## config.mk

```make
export PLATFORM = sky130hd
export DESIGN_NAME = uart_frame_parser
export DESIGN_NICKNAME = d
export VERILOG_FILES = /design/src/rtl/uart_frame_parser.sv
export SDC_FILE = /design/constraint.sdc
export NUM_CORES = 1
export LEC_CHECK = 0
export ABC_AREA = 1
export CAP_MARGIN = 20
export CORE_ASPECT_RATIO = 1.1
export CORE_UTILIZATION = 42
export CTS_CLUSTER_SIZE = 40
export DETAILED_ROUTE_END_ITERATION = 12
export GPL_TIMING_DRIVEN = 0
export SYNTH_ARGS = -nofsm -noshare
export SYNTH_HDL_FRONTEND = slang
export SYNTH_SLANG_ARGS = --single-unit
```

## constraint.sdc

```tcl
create_clock -name clk -period 3.3 [get_ports clk]
set_input_delay 0.495 -clock clk [delete_from_list [all_inputs] [get_ports clk]]
set_output_delay 0.495 -clock clk [all_outputs]
set_load 0.1 [all_outputs]
```

## src/rtl/uart_frame_parser.sv

```systemverilog
// uart_frame_parser
//   Receive-side parser for the rotary-counter UART frame. Hunts for the 0x5A
//   header, collects nine payload bytes, verifies the 8-bit additive checksum
//   and publishes three 24-bit rotary counts extended to BITS bits.
//
// Ports
//   clk          system clock, rising edge
//   rst          synchronous active-high reset
//   rx_data      received byte, qualified by rx_valid
//   rx_valid     one-cycle byte strobe from the UART RX core
//   rx_error     framing/parity error; aborts a frame in progress
//   rot1_val     last good rotary 1 count
//   rot2_val     last good rotary 2 count
//   rot3_val     last good rotary 3 count
//   frame_valid  one-cycle pulse when rotN_val were updated
//   in_frame     high while collecting payload or waiting for the checksum
//   cs_err_cnt   saturating checksum-mismatch count
//   abort_cnt    saturating timeout / rx_error abort count
module uart_frame_parser #(
    parameter int unsigned BITS     = 32,
    parameter int unsigned SIGN_EXT = 1,
    parameter int unsigned TIMEOUT  = 100000
) (
    input  logic            clk,
    input  logic            rst,
    input  logic [7:0]      rx_data,
    input  logic            rx_valid,
    input  logic            rx_error,
    output logic [BITS-1:0] rot1_val,
    output logic [BITS-1:0] rot2_val,
    output logic [BITS-1:0] rot3_val,
    output logic            frame_valid,
    output logic            in_frame,
    output logic [7:0]      cs_err_cnt,
    output logic [7:0]      abort_cnt
);

    localparam logic [7:0]  HEADER   = 8'h5A;
    localparam int unsigned PAY_W    = 72;
    localparam int unsigned IDX_W    = 4;
    localparam logic [IDX_W-1:0] LAST_IDX = IDX_W'(9);
    // Counter only needs to reach TIMEOUT-1; the abort fires on the edge that
    // would have taken it to TIMEOUT.
    localparam int unsigned TO_W     = (TIMEOUT < 2) ? 1 : $clog2(TIMEOUT);
    localparam logic [TO_W-1:0] TO_LAST = TO_W'(TIMEOUT - 1);

    typedef enum logic [1:0] {
        HUNT = 2'd0,
        DATA = 2'd1,
        CS   = 2'd2
    } state_t;

    state_t             state_q, state_d;
    logic [IDX_W-1:0]   idx_q, idx_d;
    logic [7:0]         acc_q, acc_d;
    logic [PAY_W-1:0]   pay_q, pay_d;
    logic [TO_W-1:0]    to_q, to_d;
    logic               load;
    logic               cs_fail;
    logic               abort;

    // Extend a 24-bit count to BITS, optionally replicating bit 23.
    function automatic logic [BITS-1:0] extend(input logic [23:0] v);
        logic [BITS-1:0] r;
        r       = (SIGN_EXT != 0 && v[23]) ? '1 : '0;
        r[23:0] = v;
        return r;
    endfunction

    // Next-state and datapath control.
    always_comb begin
        state_d = state_q;
        idx_d   = idx_q;
        acc_d   = acc_q;
        pay_d   = pay_q;
        to_d    = to_q;
        load    = 1'b0;
        cs_fail = 1'b0;
        abort   = 1'b0;

        case (state_q)
            HUNT: begin
                to_d = '0;
                // rx_error masks a coincident byte even while hunting.
                if (rx_valid && !rx_error && rx_data == HEADER) begin
                    state_d = DATA;
                    acc_d   = HEADER;
                    idx_d   = IDX_W'(1);
                end
            end

            DATA, CS: begin
                if (rx_error) begin
                    abort   = 1'b1;
                    state_d = HUNT;
                end else if (rx_valid) begin
                    // A byte always beats a coincident timeout.
                    to_d = '0;
                    if (state_q == DATA) begin
                        // Shift in from the top: byte 1 ends at pay[7:0].
                        pay_d = {rx_data, pay_q[PAY_W-1:8]};
                        acc_d = acc_q + rx_data;
                        idx_d = idx_q + IDX_W'(1);
                        if (idx_q == LAST_IDX) begin
                            state_d = CS;
                        end
                    end else begin
                        if (rx_data == acc_q) begin
                            load = 1'b1;
                        end else begin
                            cs_fail = 1'b1;
                        end
                        state_d = HUNT;
                    end
                end else if (to_q == TO_LAST) begin
                    abort   = 1'b1;
                    state_d = HUNT;
                end else begin
                    to_d = to_q + TO_W'(1);
                end

                if (state_d == HUNT) begin
                    idx_d = '0;
                    acc_d = '0;
                    to_d  = '0;
                end
            end

            default: begin
                state_d = HUNT;
                idx_d   = '0;
                acc_d   = '0;
                to_d    = '0;
            end
        endcase
    end

    // FSM state and frame datapath registers.
    always_ff @(posedge clk) begin
        if (rst) begin
            state_q <= HUNT;
            idx_q   <= '0;
            acc_q   <= '0;
            pay_q   <= '0;
            to_q    <= '0;
        end else begin
            state_q <= state_d;
            idx_q   <= idx_d;
            acc_q   <= acc_d;
            pay_q   <= pay_d;
            to_q    <= to_d;
        end
    end

    // Published counts: all three load together from one verified frame.
    always_ff @(posedge clk) begin
        if (rst) begin
            rot1_val    <= '0;
            rot2_val    <= '0;
            rot3_val    <= '0;
            frame_valid <= 1'b0;
            in_frame    <= 1'b0;
        end else begin
            frame_valid <= load;
            in_frame    <= (state_d != HUNT);
            if (load) begin
                rot1_val <= extend(pay_q[23:0]);
                rot2_val <= extend(pay_q[47:24]);
                rot3_val <= extend(pay_q[71:48]);
            end
        end
    end

    // Saturating error counters.
    always_ff @(posedge clk) begin
        if (rst) begin
            cs_err_cnt <= '0;
            abort_cnt  <= '0;
        end else begin
            if (cs_fail && cs_err_cnt != 8'hFF) begin
                cs_err_cnt <= cs_err_cnt + 8'd1;
            end
            if (abort && abort_cnt != 8'hFF) begin
                abort_cnt <= abort_cnt + 8'd1;
            end
        end
    end

endmodule
```

Yosys cells after proc, flatten, opt, wreduce, memory -nomap -nowiden
Index checks and enable logic that the tools add are counted.
{ "word_totals": {"reg_bits": 217, "in_bits": 12} }
{ "op_classes": {"addsub": 5, "n_eq_ne": 13, "n_mux": 39, "n_bitwise": 2, "reduce_logical": 13} }
{ "op_table": {"columns": ["cell", "count"], "rows": [
  ["32-bit two-way mux", 3],
  ["8-bit two-way mux", 5],
  ["17-bit two-way mux", 2],
  ["4-bit two-way mux", 5],
  ["17-bit by 1-bit adder with 17-bit output, second input constant", 1],
  ["17-bit equality test, second input constant", 1],
  ["8-bit by 1-bit adder with 8-bit output, second input constant", 2],
  ["8-bit != test, second input constant", 2],
  ["8-bit case mux with 2 select lines", 1],
  ["1-bit two-way mux", 14],
  ["2-bit two-way mux", 7],
  ["3-bit != test, second input constant", 3],
  ["8-bit adder", 1],
  ["8-bit by 7-bit equality test with 1-bit output, second input constant", 1],
  ["8-bit equality test", 1],
  ["4-bit case mux with 2 select lines", 1],
  ["4-bit AND reduction", 2],
  ["4-bit by 1-bit adder with 4-bit output, second input constant", 1],
  ["4-bit equality test, second input constant", 1],
  ["1-bit logical AND", 4],
  ["2-bit zero test", 2],
  ["2-bit != test, second input constant", 2],
  ["2-bit case mux with 2 select lines", 1],
  ["3-bit OR reduction", 1],
  ["other kinds (7)", 8]
]} }

Longest topological paths before layout
Gate-level depths: netlist of the first run.
{ "logic_depth": {"depth_word": 9, "mapped_depth": 14, "mapped_depth_nobuf": 13} }

Worst setup path after synthesis of the first run
Ideal clock, no wire load.
{ "synth_path": {"path_type": "flip-flop to flip-flop", "from": "register cs_err_cnt[1]", "to": "register cs_err_cnt[7]", "t_arrival_ps": 2140, "path_slack_ps": 1090, "path_stages_with_launch": 8, "cell_sequence": "dfxtp_1 -> ha_1 -> nand4_1 -> inv_1 -> nand3_1 -> nand3_2 -> nand2_1 -> a21oi_1"} }
{ "synth_via": {"elab_chain_len": 2, "word_cells_on_any_way": 3, "classes_between": "1 x add/sub; 1 x eq/ne; 1 x reduce/logical"} }
{ "synth_rtl": {"columns": ["item", "line", "text"], "rows": [
  ["start: declaration", "34", "output logic [7:0] cs_err_cnt,"],
  ["start signal: assignment", "181", "cs_err_cnt <= cs_err_cnt + 8'd1;"],
  ["parallel branches: the longest is 2 deep, another holds 8-bit by 1-bit adder with 8-bit output", null, null]
]} }
Parallel ways; which one is timed is not known.
A chain may end at the register's enable or synchronous reset.

==> key figures, run 1 <==
Outcome
  • Status: complete, no violations

Clocking
  • Clock latency on the worst-skew pair: 0.43 ns
  • # hold bufs at CTS: 0
  • CTS Buf Count: 17
  • CTS tree: built
  • Root buffer cell: clkbuf_16
  • Post-CTS setup repair buffer count: 0
  • Clock sink total: 193
  • H-tree depth: 4
  • Post-CTS sizing: 0
  • Clk buf depth: 2
  • Worst-path clk slew: 0.07 ns

Die
  • Initial Utilization: 43.2%
  • Die W: 136 um
  • IO Pins: 126
  • Site row count: 53
  • Chip Height: 150 um
  • Core footprint: 0.0193 sq mm
  • Die area: 0.0204 sq mm

Global routing
  • Grt ovf: 0
  • Initial antenna violation count: 0
  • Tot GR Track Use: 21.6%
  • First-pass GRT wire length: 34300 um
  • Vias in the first global route: 6805
  • Pin count of the biggest net entering global routing: 19

Placed design
  • Input/output buffers: 123
  • Routability cong.: 0.907
  • Detailed placement HPWL: 16000 um

Detailed routing
  • Initial DRC Count: 389
  • Drt wl/cell: 14.1 um
  • Vias per cell: 4.89
  • Routed Antenna Nets: 0
  • DR pass1 iterations: 5
  • DRC errors left: 0
  • Via count: 7350
  • Routed WL: 21200 um

Critical path
  • Worst Path Required: 2.80 ns
  • Startpoint Class: flop
  • Crit path DAT: 2.24 ns
  • Kind of end point of the critical path: primary output
  • CP max FO: 10
  • Crit path kind: reg2out

Timing
  • Crit path time final: 2.74 ns
  • Worst-margin pin slew: 1.14 ns
  • Slew margin rel.: 23.6%
  • Fmax: 0.366 GHz
  • TNS Setup: 0 ns
  • Clk_skew: 0.0107 ns
  • Final-report setup violation count: 0
  • Final Hold Fails: 0
  • Max-slew violations: 0
  • Tcrit/Tclk final: 82.9%
  • RSZ-0062 raised after global routing: false

Synthesis
  • Top post-synthesis cells by area: dfxtp_1 (46%), o21ai_0 (8.8%), nor2_1 (7.9%)
  • Avg Inst Size Synth: 7.57 sq um
  • Post-synth cell types: 37
  • Syn nets: 1129
  • Cell Area, Synth: 0.00834 sq mm
  • Synth top area share: 46.4%
  • Yosys reg bits: 193
  • Area leader, netlist: dfxtp_1
  • Mapped Cells: 1101
  • Seq/Total Area, Yosys: 46.4%
  • Yosys warns: 0

Run
  • Max_cap viols: 0

Layout
  • Layout area overhead: 25.5%
  • Fin util: 54.2%
  • Antenna Cells: 0
  • Fraction of layout cells with a size suffix above 1: 8.84%
  • FILL cells: 1881
  • Commonest cells after routing, fill and taps aside: dfxtp_1 (193), nor2_1 (176), o21ai_0 (146)
  • Nets: 1271
  • Most common cell after layout, fill and taps aside: dfxtp_1

Worst hold path
  • Worst Hold Class: in2reg

Pwr
  • Static Leakage: 0.00423 uW
  • Maximum VDD drop: 0.415 mV
  • Power per standard cell area: 431 mW/mm^2
==> worst paths after layout <==
kind / startpoint / to / slack [ns] / depth (start not counted)
worst max-delay path: rot2_val[30]$_SDFFE_PP0P_ / rot2_val[31] / 0.56 / 2
worst min-delay path: rx_valid / to_q[10]$_SDFFE_PP0P_ / 0.39 / 4
worst max register to register: state_q[0]$_SDFF_PP0_ / rot2_val[30]$_SDFFE_PP0P_ / 0.81 / 8
worst min register to register: rot3_val[3]$_SDFFE_PP0P_ / rot3_val[3]$_SDFFE_PP0P_ / 0.45 / 2
==> metal layers <==
metal	wire (um)	up-vias	share of wire (%)	GRT usage, %
met2	10300	142	48	36.9
met4	375	0	1.8	7.22
li1	-	3812	-	-
met5	0	-	0	0
met3	776	29	3.7	3.93
met1	9780	3367	46	27.1
==> final cells by class <==
| class | count | area [sq um] | area share, % |
|---|---|---|---|
| well taps | 247 | 309 | 2.95 |
| flip-flops and latches | 193 | 3860 | 36.9 |
| clock inverters | 14 | 144 | 1.38 |
| multi-input cells | 694 | 3500 | 33.5 |
| inverters | 135 | 507 | 4.85 |
| repair buffers | 123 | 1230 | 11.8 |
| plain buffers | 79 | 464 | 4.44 |
| clock buffers | 18 | 439 | 4.20 |
==> cells by family (layout without fill, tap and decap cells) <==
group,after synthesis,count (layout),share of synthesized area (%)
xor gates and xnor gates,22,22,2.31
DFF,193,193,46.4
adders and majority gates,16,16,2.49
buffers and inverters,214,369,11.6
and+or+nand+nor,393,393,21.3
AOI/OAI and AO/OA,263,263,15.9
==> Yosys cell counts <==
library cell	instances
nor2_1	176
nor3_1	12
o21ai_1	10
nand3_1	47
buf_4	24
nor3b_1	1
xor2_1	16
nand2_8	1
a21oi_1	104
a21o_1	1
o21bai_1	1
nor2_2	8
a211oi_1	1
clkbuf_1	37
ha_1	15
nand4_1	21
inv_2	6
nor3_2	1
nand3_4	1
clkinv_1	2
nor3b_2	1
buf_1	1
nor3_4	1
nand2_4	2
fa_1	1
xnor2_1	6
inv_1	127
nand2_2	8
o21ai_0	146
or2_2	3
nand2_1	103
nand3_2	5
dfxtp_1	193
nor4_4	1
buf_6	9
nor2b_1	1
buf_2	8
==> worst max-delay path, stage by stage (launching register included) <==
cell,delay [ns]
dfxtp_1,0.51
buf_4,0.17
clkdlybuf4s50_1,1.13
==> state kept, by name (all words and copies together), names as in the netlist, 8 cells and up <==
signal / flops
to_q: 17
abort_cnt: 8
cs_err_cnt: 8
rot2_val: 24
pay_q: 72
acc_q: 8
rot1_val: 24
rot3_val: 24
==> metrics by stage <==
stage	std cells	hold slack, ns	area, sq um	total power (uW)	setup WS (ns)
3_5_place_dp	1471	0.436	9880	2520	0.180
3_3_place_gp	1471	0.433	9880	2520	0.191
5_1_grt	1503	0.427	10500	4650	0.470
2_1_floorplan	1101	0.451	8340	2460	1.09
6_report	1503	0.386	10500	4510	0.564
4_1_cts	1503	0.379	10500	4550	0.541
==> report_power, final <==
part / internal, uW / total [uW] / switching (uW) / leakage (uW)
registers: 2330 / 2330 / 0.676 / 0.00155
logic: 38.3 / 132 / 94.0 / 0.00239
clock network: 1090 / 2050 / 961 / 0.000283
Power figures use the tool's default switching activity.
==> run 2: changes to the inputs <==
- PLACE_DENSITY: unset -> 0.67
- clock period: 3.3 -> 2.4 ns (I/O delays scaled with it)
==> key figures, run 2 (synthesized netlist as in run 1, its figures left out) <==
Critical path
  • Slowest CP cell: clkdlybuf4s50_1
  • Crit-path leading delay family: buffers and inverters
  • Startpoint Class: flop
  • Reg2reg start: state_q[0]$_SDFF_PP0_
  • Crit path DAT: 2.00 ns
  • CP bufs+invs: 1
  • Max incr delay on CP: 1.16 ns
  • Worst Path Required: 2.04 ns
  • Crit path launch: rot1_val[0]$_SDFFE_PP0P_
  • CP max FO: 2
  • Kind of end point of the critical path: primary output
  • Critical path cell sequence: clkdlybuf4s50_1
  • Crit path kind: reg2out

Detailed routing
  • Drt wl/cell: 13.7 um
  • DR pass1 iterations: 5
  • Initial DRC Count: 507
  • Via count: 7369
  • Routed Antenna Nets: 0
  • DRC errors left: 0
  • Vias per cell: 4.90
  • Routed WL: 20500 um

Layout
  • Layout area overhead: 25.1%
  • Final design instance area without fill: 0.0104 sq mm
  • Nets: 1271
  • Most flops, register: pay_q
  • Largest register FFs: 72
  • Most common cell after layout, fill and taps aside: dfxtp_1
  • Fraction of layout cells with a size suffix above 1: 8.84%
  • Commonest cells after routing, fill and taps aside: dfxtp_1 (193), nor2_1 (176), o21ai_0 (142)
  • Antenna Cells: 0

Outcome
  • Status: complete, no violations

Global routing
  • Initial antenna violation count: 0
  • Vias in the first global route: 6780
  • First-pass GRT wire length: 33300 um
  • Pin count of the biggest net entering global routing: 17
  • Tot GR Track Use: 20.7%
  • Grt ovf: 0

Timing
  • Slew margin rel.: 30.5%
  • Fmax: 0.423 GHz
  • Hold Slack: 0.251 ns
  • Worst-margin pin slew: 1.04 ns
  • RSZ-0062 raised after global routing: true
  • Worst setup margin: 0.0383 ns
  • Max-slew violations: 0
  • Final Hold Fails: 0
  • Clk_skew: 0.00965 ns
  • Crit path time final: 2.36 ns
  • Final-report setup violation count: 0
  • Tcrit/Tclk final: 98.4%

Pwr
  • Maximum VDD drop: 0.525 mV
  • Power per standard cell area: 590 mW/mm^2
  • Static Leakage: 0.00450 uW

Placed design
  • DP Area: 0.00988 sq mm
  • Dpl ws: -0.489 ns
  • Input/output buffers: 123
  • Detailed placement HPWL: 15400 um
  • Routability cong.: 0.884

Clocking
  • Clock latency on the worst-skew pair: 0.44 ns
  • Post-CTS setup repair buffer count: 0
  • Clk buf depth: 2
  • Root buffer cell: clkbuf_16
  • Worst-path clk slew: 0.07 ns
  • # hold bufs at CTS: 0
  • CTS tree: built
  • Clock sink total: 193
  • H-tree depth: 4
  • CTS Buf Count: 17

Die
  • Chip Height: 150 um
  • Core footprint: 0.0193 sq mm
  • Die W: 136 um
  • Die area: 0.0204 sq mm
  • IO Pins: 126
  • Initial Utilization: 43.2%
  • Site row count: 53

Run
  • Max_cap viols: 0

Worst hold path
  • Worst Hold Class: in2reg
  • Hold path start: rx_valid
run 2: report_power, final:
| part | internal (uW) | switching [uW] | total, uW |
|---|---|---|---|
| logic | 53.1 | 126 | 179 |
| clock network | 1520 | 1240 | 2770 |
| registers | 3200 | 0.923 | 3200 |
run 2: worst paths after layout:
check	endpoint	slack, ns	cells after the start
min	to_q[10]$_SDFFE_PP0P_	0.25	4
min reg2reg	rot3_val[3]$_SDFFE_PP0P_	0.44	2
max reg2reg	rot3_val[22]$_SDFFE_PP0P_	0.17	8
max	rot1_val[0]	0.04	1
run 2: stage by stage:
step	utilization (%)	std cells	total power, uW	TNS (ns)
after detailed placement	51.2	1471	3450	-22.30
final	54.0	1503	6150	0
after floorplan	-	1101	3380	0
after global placement	51.2	1471	3450	-20.92
after CTS	53.9	1503	6180	0
after global routing	54.0	1503	6330	-0.000548
run 2: layout make-up:
cell class	count	area [sq um]
clock inverter	10	97.6
clock buffer	22	474
timing repair buffer	123	1210
sequential	193	3860
fill	1879	8870
multi-input combinational	694	3500
inverter	135	507
buffer	79	467
tap	247	309
run 2: timing repair:
action,4_1_cts,5_1_grt
gates resized for setup,34,12
hold endpoints to repair,0,0
pin swaps,0,2
setup endpoints to repair,35,21
run 2: routing by layer:
| metal | track usage (%) | wire length (um) | vias to the layer above |
|---|---|---|---|
| met5 | 0 | 0 | - |
| met4 | 7.00 | 328 | 0 |
| met3 | 3.62 | 804 | 26 |
| met2 | 34.9 | 9890 | 163 |
| met1 | 26.5 | 9500 | 3372 |
| li1 | - | - | 3808 |
